<file path="config.mk">
export PLATFORM = sky130hd
export DESIGN_NAME = fft_frame_feeder_flat
export DESIGN_NICKNAME = d
export VERILOG_FILES = /design/src/rtl/fft_frame_feeder_if.sv /design/src/rtl/fft_frame_feeder.sv /design/src/flat_wrapper.sv
export SDC_FILE = /design/constraint.sdc
export NUM_CORES = 1
export LEC_CHECK = 0
export CAP_MARGIN = 10
export CORE_MARGIN = 2
export CORE_UTILIZATION = 45
export DETAILED_ROUTE_END_ITERATION = 16
export GPL_TIMING_DRIVEN = 0
export HOLD_SLACK_MARGIN = 0.05
export PLACE_DENSITY_LB_ADDON = 0.1
export SYNTH_ARGS = -nofsm -noshare
export SYNTH_HDL_FRONTEND = slang
export SYNTH_SLANG_ARGS = --single-unit
</file>
<file path="constraint.sdc">
create_clock -name clk -period 2.64 [get_ports clk]
set_input_delay 0.396 -clock clk [delete_from_list [all_inputs] [get_ports clk]]
set_output_delay 0.396 -clock clk [all_outputs]
set_load 0.02 [all_outputs]
</file>
<file path="src/rtl/fft_frame_feeder_if.sv">
// FIFO / FFT-core handshake bundle seen by the frame feeder.
// master = feeder side, slave = FIFO, audio2fifo and FFT core side.
interface fft_frame_feeder_if;
  logic start2fill;
  logic fifo_wrempty;
  logic fifo_wrfull;
  logic fifo_rdempty;
  logic fifo_rdreq;
  logic sink_ready;
  logic sink_valid;
  logic sink_sop;
  logic sink_eop;
  logic source_valid;
  logic source_sop;
  logic source_eop;

  modport master (
    output start2fill, fifo_rdreq, sink_valid, sink_sop, sink_eop,
    input  fifo_wrempty, fifo_wrfull, fifo_rdempty, sink_ready,
    input  source_valid, source_sop, source_eop
  );

  modport slave (
    input  start2fill, fifo_rdreq, sink_valid, sink_sop, sink_eop,
    output fifo_wrempty, fifo_wrfull, fifo_rdempty, sink_ready,
    output source_valid, source_sop, source_eop
  );
endinterface

</file>
<file path="src/rtl/fft_frame_feeder.sv">
// Arms the audio FIFO fill, aligns the frame start to a codec channel,
// streams FFT_POINTS words into the FFT sink with backpressure and tracks
// the FFT result packet to completion. Control signals only; sample data
// flows from the FIFO to the FFT core outside this block.
module fft_frame_feeder #(
  parameter int FFT_POINTS = 1024,
  parameter int CNT_W      = 16,
  parameter int FCNT_W     = 16
) (
  input  logic              clk,
  input  logic              reset_n,
  input  logic              enable,
  input  logic              continuous,
  input  logic              ch_sel,
  input  logic              adclrc,
  fft_frame_feeder_if.master bus,
  output logic              busy,
  output logic              frame_done,
  output logic              underrun,
  output logic [FCNT_W-1:0] frame_count
);

  typedef enum logic [2:0] {
    IDLE, ARM, FILL, SYNC, SEND, WAIT_RES, DRAIN
  } state_t;

  localparam logic [CNT_W-1:0] LAST_WORD = CNT_W'(FFT_POINTS - 1);

  state_t              state_q, state_d;
  logic                adclrc_meta_q, adclrc_s_q;
  logic                ch_q;
  logic [CNT_W-1:0]    wordcnt_q, wordcnt_d;
  logic                underrun_q;
  logic [FCNT_W-1:0]   frame_cnt_q;
  logic                frame_done_q;
  logic                start2fill_q;

  logic                beat;      // accepted sink beat
  logic                done_evt;  // result packet completes this cycle
  logic                arm_evt;   // entering ARM this cycle
  logic                in_send;

  assign in_send  = (state_q == SEND);
  assign beat     = bus.sink_valid & bus.sink_ready;
  // A one-beat result packet (sop and eop together) completes straight from WAIT_RES.
  assign done_evt = bus.source_valid & bus.source_eop &
                    ((state_q == DRAIN) | ((state_q == WAIT_RES) & bus.source_sop));
  assign arm_evt  = (state_d == ARM) & (state_q != ARM);

  // Two-flop synchroniser for the codec LR clock, which is asynchronous to clk.
  always_ff @(posedge clk or negedge reset_n) begin
    if (!reset_n) begin
      adclrc_meta_q <= 1'b0;
      adclrc_s_q    <= 1'b0;
    end else begin
      adclrc_meta_q <= adclrc;
      adclrc_s_q    <= adclrc_meta_q;
    end
  end

  // State register.
  always_ff @(posedge clk or negedge reset_n) begin
    if (!reset_n) state_q <= IDLE;
    else          state_q <= state_d;
  end

  // Next-state logic; once the frame is streaming, enable is ignored until completion.
  always_comb begin
    state_d = state_q;
    unique case (state_q)
      IDLE:     if (enable) state_d = ARM;
      ARM:      if (!enable) state_d = IDLE;
                else if (!bus.fifo_wrempty) state_d = FILL;
      FILL:     if (!enable) state_d = IDLE;
                else if (bus.fifo_wrfull) state_d = SYNC;
      SYNC:     if (!enable) state_d = IDLE;
                else if ((adclrc_s_q == ch_q) && bus.sink_ready) state_d = SEND;
      SEND:     if (beat && (wordcnt_q == LAST_WORD)) state_d = WAIT_RES;
      WAIT_RES: if (bus.source_valid && bus.source_sop) state_d = DRAIN;
      DRAIN:    ;
      default:  state_d = IDLE;
    endcase
    if (done_evt) state_d = (continuous && enable) ? ARM : IDLE;
  end

  // Sink-side handshake outputs, all gated to the SEND state.
  always_comb begin
    bus.sink_valid = in_send & ~bus.fifo_rdempty;
    bus.fifo_rdreq = bus.sink_valid & bus.sink_ready;
    bus.sink_sop   = bus.sink_valid & (wordcnt_q == '0);
    bus.sink_eop   = bus.sink_valid & (wordcnt_q == LAST_WORD);
    busy           = (state_q != IDLE);
  end

  // Word counter: cleared when SEND is entered, advanced on every accepted beat.
  always_comb begin
    wordcnt_d = wordcnt_q;
    if ((state_q == SYNC) && (state_d == SEND)) wordcnt_d = '0;
    else if (in_send && beat)                   wordcnt_d = wordcnt_q + CNT_W'(1);
  end

  // Datapath and status registers: counter, latched channel, fill request, stats.
  always_ff @(posedge clk or negedge reset_n) begin
    if (!reset_n) begin
      wordcnt_q    <= '0;
      ch_q         <= 1'b0;
      start2fill_q <= 1'b0;
      underrun_q   <= 1'b0;
      frame_cnt_q  <= '0;
      frame_done_q <= 1'b0;
    end else begin
      wordcnt_q    <= wordcnt_d;
      start2fill_q <= (state_d == ARM);
      frame_done_q <= done_evt;
      if (arm_evt) ch_q <= ch_sel;
      if (arm_evt)                          underrun_q <= 1'b0;
      else if (in_send && bus.fifo_rdempty) underrun_q <= 1'b1;
      if (done_evt) frame_cnt_q <= frame_cnt_q + FCNT_W'(1);
    end
  end

  assign bus.start2fill = start2fill_q;
  assign frame_done     = frame_done_q;
  assign underrun       = underrun_q;
  assign frame_count    = frame_cnt_q;

endmodule

</file>
<file path="src/flat_wrapper.sv">
// flat-port wrapper written by rule: the top's interface ports become plain ports
module fft_frame_feeder_flat 
#(
  parameter int FFT_POINTS = 1024,
  parameter int CNT_W      = 16,
  parameter int FCNT_W     = 16
)
  (clk, reset_n, enable, continuous, ch_sel, adclrc, busy, frame_done, underrun, frame_count, bus_start2fill, bus_fifo_rdreq, bus_sink_valid, bus_sink_sop, bus_sink_eop, bus_fifo_wrempty, bus_fifo_wrfull, bus_fifo_rdempty, bus_sink_ready, bus_source_valid, bus_source_sop, bus_source_eop);
  fft_frame_feeder_if bus_i ();
  input  logic clk;
  input  logic reset_n;
  input  logic enable;
  input  logic continuous;
  input  logic ch_sel;
  input  logic adclrc;
  output logic busy;
  output logic frame_done;
  output logic underrun;
  output logic [FCNT_W-1:0] frame_count;
  output wire logic [$bits(bus_i.start2fill)-1:0] bus_start2fill;
  output wire logic [$bits(bus_i.fifo_rdreq)-1:0] bus_fifo_rdreq;
  output wire logic [$bits(bus_i.sink_valid)-1:0] bus_sink_valid;
  output wire logic [$bits(bus_i.sink_sop)-1:0] bus_sink_sop;
  output wire logic [$bits(bus_i.sink_eop)-1:0] bus_sink_eop;
  input wire logic [$bits(bus_i.fifo_wrempty)-1:0] bus_fifo_wrempty;
  input wire logic [$bits(bus_i.fifo_wrfull)-1:0] bus_fifo_wrfull;
  input wire logic [$bits(bus_i.fifo_rdempty)-1:0] bus_fifo_rdempty;
  input wire logic [$bits(bus_i.sink_ready)-1:0] bus_sink_ready;
  input wire logic [$bits(bus_i.source_valid)-1:0] bus_source_valid;
  input wire logic [$bits(bus_i.source_sop)-1:0] bus_source_sop;
  input wire logic [$bits(bus_i.source_eop)-1:0] bus_source_eop;
  assign bus_start2fill = bus_i.start2fill;
  assign bus_fifo_rdreq = bus_i.fifo_rdreq;
  assign bus_sink_valid = bus_i.sink_valid;
  assign bus_sink_sop = bus_i.sink_sop;
  assign bus_sink_eop = bus_i.sink_eop;
  assign bus_i.fifo_wrempty = bus_fifo_wrempty;
  assign bus_i.fifo_wrfull = bus_fifo_wrfull;
  assign bus_i.fifo_rdempty = bus_fifo_rdempty;
  assign bus_i.sink_ready = bus_sink_ready;
  assign bus_i.source_valid = bus_source_valid;
  assign bus_i.source_sop = bus_source_sop;
  assign bus_i.source_eop = bus_source_eop;
  fft_frame_feeder #(.FFT_POINTS(FFT_POINTS), .CNT_W(CNT_W), .FCNT_W(FCNT_W)) u_core (.clk(clk), .reset_n(reset_n), .enable(enable), .continuous(continuous), .ch_sel(ch_sel), .adclrc(adclrc), .bus(bus_i), .busy(busy), .frame_done(frame_done), .underrun(underrun), .frame_count(frame_count));
endmodule
</file>
==> flow_metrics.py <==
metrics = {
    "status": {
        "status": "finished, final reports clean",
    },
    "clock_tree": {
        "cts_buffers": 5,
        "cts_max_path_buffers": 2,
        "clkTransAtPathRegs_ns": 0.07,
        "clk_latency_ns": 0.28,
        "numClockSinks": 41,
        "cts_tree": "yes",
        "htreeDepth": 2,
        "cts_root_buffer": "clkbuf_8",
    },
    "floorplan": {
        "start_util_pct": 46.9,
        "core_mm2": 0.00435,
        "io_pins": 37,
        "std_cell_rows": 24,
        "die_w_um": 71.4,
        "die-area_mm2": 0.00509,
        "die_y_um": 71.4,
    },
    "yosys": {
        "syn_inst": 202,
        "synth.distinct_cells": 40,
        "syn-cell-area_mm2": 0.00204,
        "yosys_warnings": 0,
        "syn_nets": 218,
        "ys_seq_area_share_pct": 50.2,
        "yosys_most_used_dff": "dfrtp_1",
        "ys_seq_elements": 41,
        "synth-edff-count": 0,
        "async_reset_ff_share_pct": 100,
        "syn_avg_cell_area_um2": 10.1,
    },
    "place": {
        "place_congestion": 0.767,
        "hpwl_mm": 2.89,
        "io_buffers": 36,
        "post-place-ws_ns": -0.0922,
    },
    "worst_setup_path": {
        "worstSetupEndpointType": "register",
        "cp_slowest_cell": "clkdlybuf4s50_1",
        "r2r_slack_ns": 0.36,
        "cp_num_buf_inv": 3,
        "cp-endpoint": "u_core.ch_q",
        "critPathLaunchType": "primary input",
        "crit_fanout": 6,
        "cp-startpoint": "bus_fifo_rdempty",
        "slowest_delay_ns": 0.47,
        "required_ns": 2.80,
        "worstSetupPathType": "in2reg",
        "worstPathArrival_ns": 2.59,
        "path_delay_family": "simple AND/OR/NAND/NOR gates",
        "cp_cell_sequence": "clkdlybuf4s50_1, nor4b_4, buf_4, buf_4, nand3_4, or3_4, a31oi_4, mux2_1",
        "ff2ff_path_depth": 7,
        "crit_cells": 8,
        "r2r_end": "u_core.ch_q",
        "regToRegStartpoint": "u_core.state_q[2]",
        "cpMostUsedCell": "buf_4",
    },
    "layout": {
        "fin_nets": 265,
        "mostFrequentLayoutCell": "dfrtp_1",
        "synthToLayoutAreaGrowth_pct": 26.8,
        "post-route-util_pct": 59.5,
        "layout_common_cells": "dfrtp_1, clkdlybuf4s50_1, nand2_1",
        "drive_gt1_share_pct": 8.03,
        "fill_cells": 393,
        "antenna_cells": 0,
    },
    "detailed_routing": {
        "final_antenna_net_count": 0,
        "routed_wl_mm": 3.89,
        "routedWlPerCell_um": 12.9,
        "dr.pass1.iters": 4,
        "routed-via-count": 1543,
        "drt_iter0_drc": 105,
        "drc": 0,
        "vias_per_cell": 5.13,
    },
    "grt": {
        "grt_pass1_vias": 1423,
        "gr-total-overflow": 0,
        "grt_max_degree": 39,
        "antenna_found_initial": 0,
        "grt_pass1_wl_mm": 6.67,
        "grtUsageTotal_pct": 16.7,
    },
    "sta": {
        "relSlewSlack_pct": 47.7,
        "fin_skew_ns": 0.00578,
        "max_freq_mhz": 412,
        "tightestPinTransition_ns": 0.779,
        "rsz0062_at_grt": "false",
        "fin_crit_ns": 2.43,
        "setup_ws_ns": 0.213,
        "drv_slew": 0,
        "fin_crit_sh_pct": 91.9,
        "finalHoldViolCount": 0,
        "finalSetupViolCount": 0,
    },
    "power_and_ir_drop": {
        "power.density_mw_per_mm2": 619,
        "worst_ir_drop_vdd_mv": 0.241,
        "p_leak_uw": 0.00114,
    },
    "run": {
        "drv_cap": 0,
    },
    "hold_path": {
        "worstHoldPathType": "reg2reg",
    },
}
==> routing by layer <==
layer,wire length (µm),global-route usage [%]
met1,1890,23.8
met3,224,4.78
met2,1750,25.1
met5,0,0
met4,32,4.82
==> final cells by class <==
class | count | area (µm²) | share of cell area [%]
well taps | 52 | 65.1 | 2.51
repair buffers | 40 | 397 | 15.3
plain buffers | 4 | 27.5 | 1.06
flip-flops and latches | 41 | 1030 | 39.6
clock buffers | 7 | 86.3 | 3.33
inverters | 8 | 30.0 | 1.16
multi-input cells | 149 | 958 | 37.0
==> cells in the mapped netlist (2+ instances only) <==
library cell,number,area [µm²]
a311oi_1,2,17.5
inv_1,8,30.0
nor2_1,21,78.8
and2_1,3,18.8
nand3_1,9,45.0
nand4_1,5,31.3
xor2_1,6,52.6
nor3_1,10,50.1
o211ai_1,2,15.0
xnor2_1,22,193
a31oi_1,2,12.5
o21ai_0,3,15.0
ha_1,3,37.5
or3_1,3,18.8
nor2b_1,3,18.8
nor4_1,2,12.5
nand2_1,24,90.1
and3_1,7,43.8
a21oi_1,6,30.0
dfrtp_1,41,1030
==> cell families after synthesis <==
logic type | Yosys count | synth area share, %
AOI/OAI and AO/OA | 20 | 7.23
xor gates and xnor gates | 28 | 12.0
adders and majority gates | 3 | 1.84
buffers and inverters | 12 | 2.82
DFF | 41 | 50.2
muxes | 2 | 1.10
and+or+nand+nor | 96 | 24.8
==> metrics by stage <==
| step | std cells | area, µm² | TNS, ns | hold slack [ns] | total power [µW] |
|---|---|---|---|---|---|
| detailed placement | 291 | 2480 | -0.0922 | 0.217 | 1220 |
| global placement | 290 | 2470 | -0.0871 | 0.332 | 1220 |
| finish | 301 | 2590 | 0 | 0.350 | 1600 |
| floorplan | 202 | 2040 | 0 | 0.100 | 1070 |
| CTS | 301 | 2590 | 0 | 0.351 | 1630 |
| global route | 301 | 2590 | 0 | 0.388 | 1710 |
==> worst reg2reg max path, stage by stage (launching register included) <==
cell and delay (ns):
dfrtp_1 0.49, nor4b_4 0.35, buf_4 0.19, buf_4 0.11
nand3_4 0.09, or3_4 0.43, a31oi_4 0.17, mux2_1 0.34
==> worst min path at each step <==
stage / from / end / slack, ns / cells after the start
after global routing: u_core.adclrc_meta_q / u_core.adclrc_s_q / 0.39 / 0
after floorplan: reset_n / u_core.adclrc_meta_q / 0.10 / 0
after CTS: u_core.adclrc_meta_q / u_core.adclrc_s_q / 0.35 / 0
after detailed placement: reset_n / u_core.wordcnt_q[7] / 0.22 / 1
final: u_core.adclrc_meta_q / u_core.adclrc_s_q / 0.35 / 0
after global placement: u_core.adclrc_meta_q / u_core.adclrc_s_q / 0.33 / 0
==> sequential cells by signal, summed over array words and instances (netlist names) <==
| signal | cells |
|---|---|
| u_core.underrun | 1 |
| u_core.adclrc_s_q | 1 |
| u_core.ch_q | 1 |
| u_core.wordcnt_q | 16 |
| u_core.bus.start2fill | 1 |
| u_core.state_q | 3 |
| u_core.adclrc_meta_q | 1 |
| u_core.frame_done | 1 |
| u_core.frame_count | 16 |
==> power breakdown <==
part	internal, µW	switching [µW]	leakage (µW)
Combinational	221	236	0.000538
Sequential	696	56.5	0.000555
Clock	207	188	0.0000443
==> timing repair <==
action | 4_1_cts | 5_1_grt
setup buffers | 2 | 0
hold endpoints to repair | 3 | 0
endpoints found under the setup margin | 1 | 0
hold buffers | 1 | 0
resized for setup | 3 | 0
Note: power is estimated with default switching activity, not from simulation.
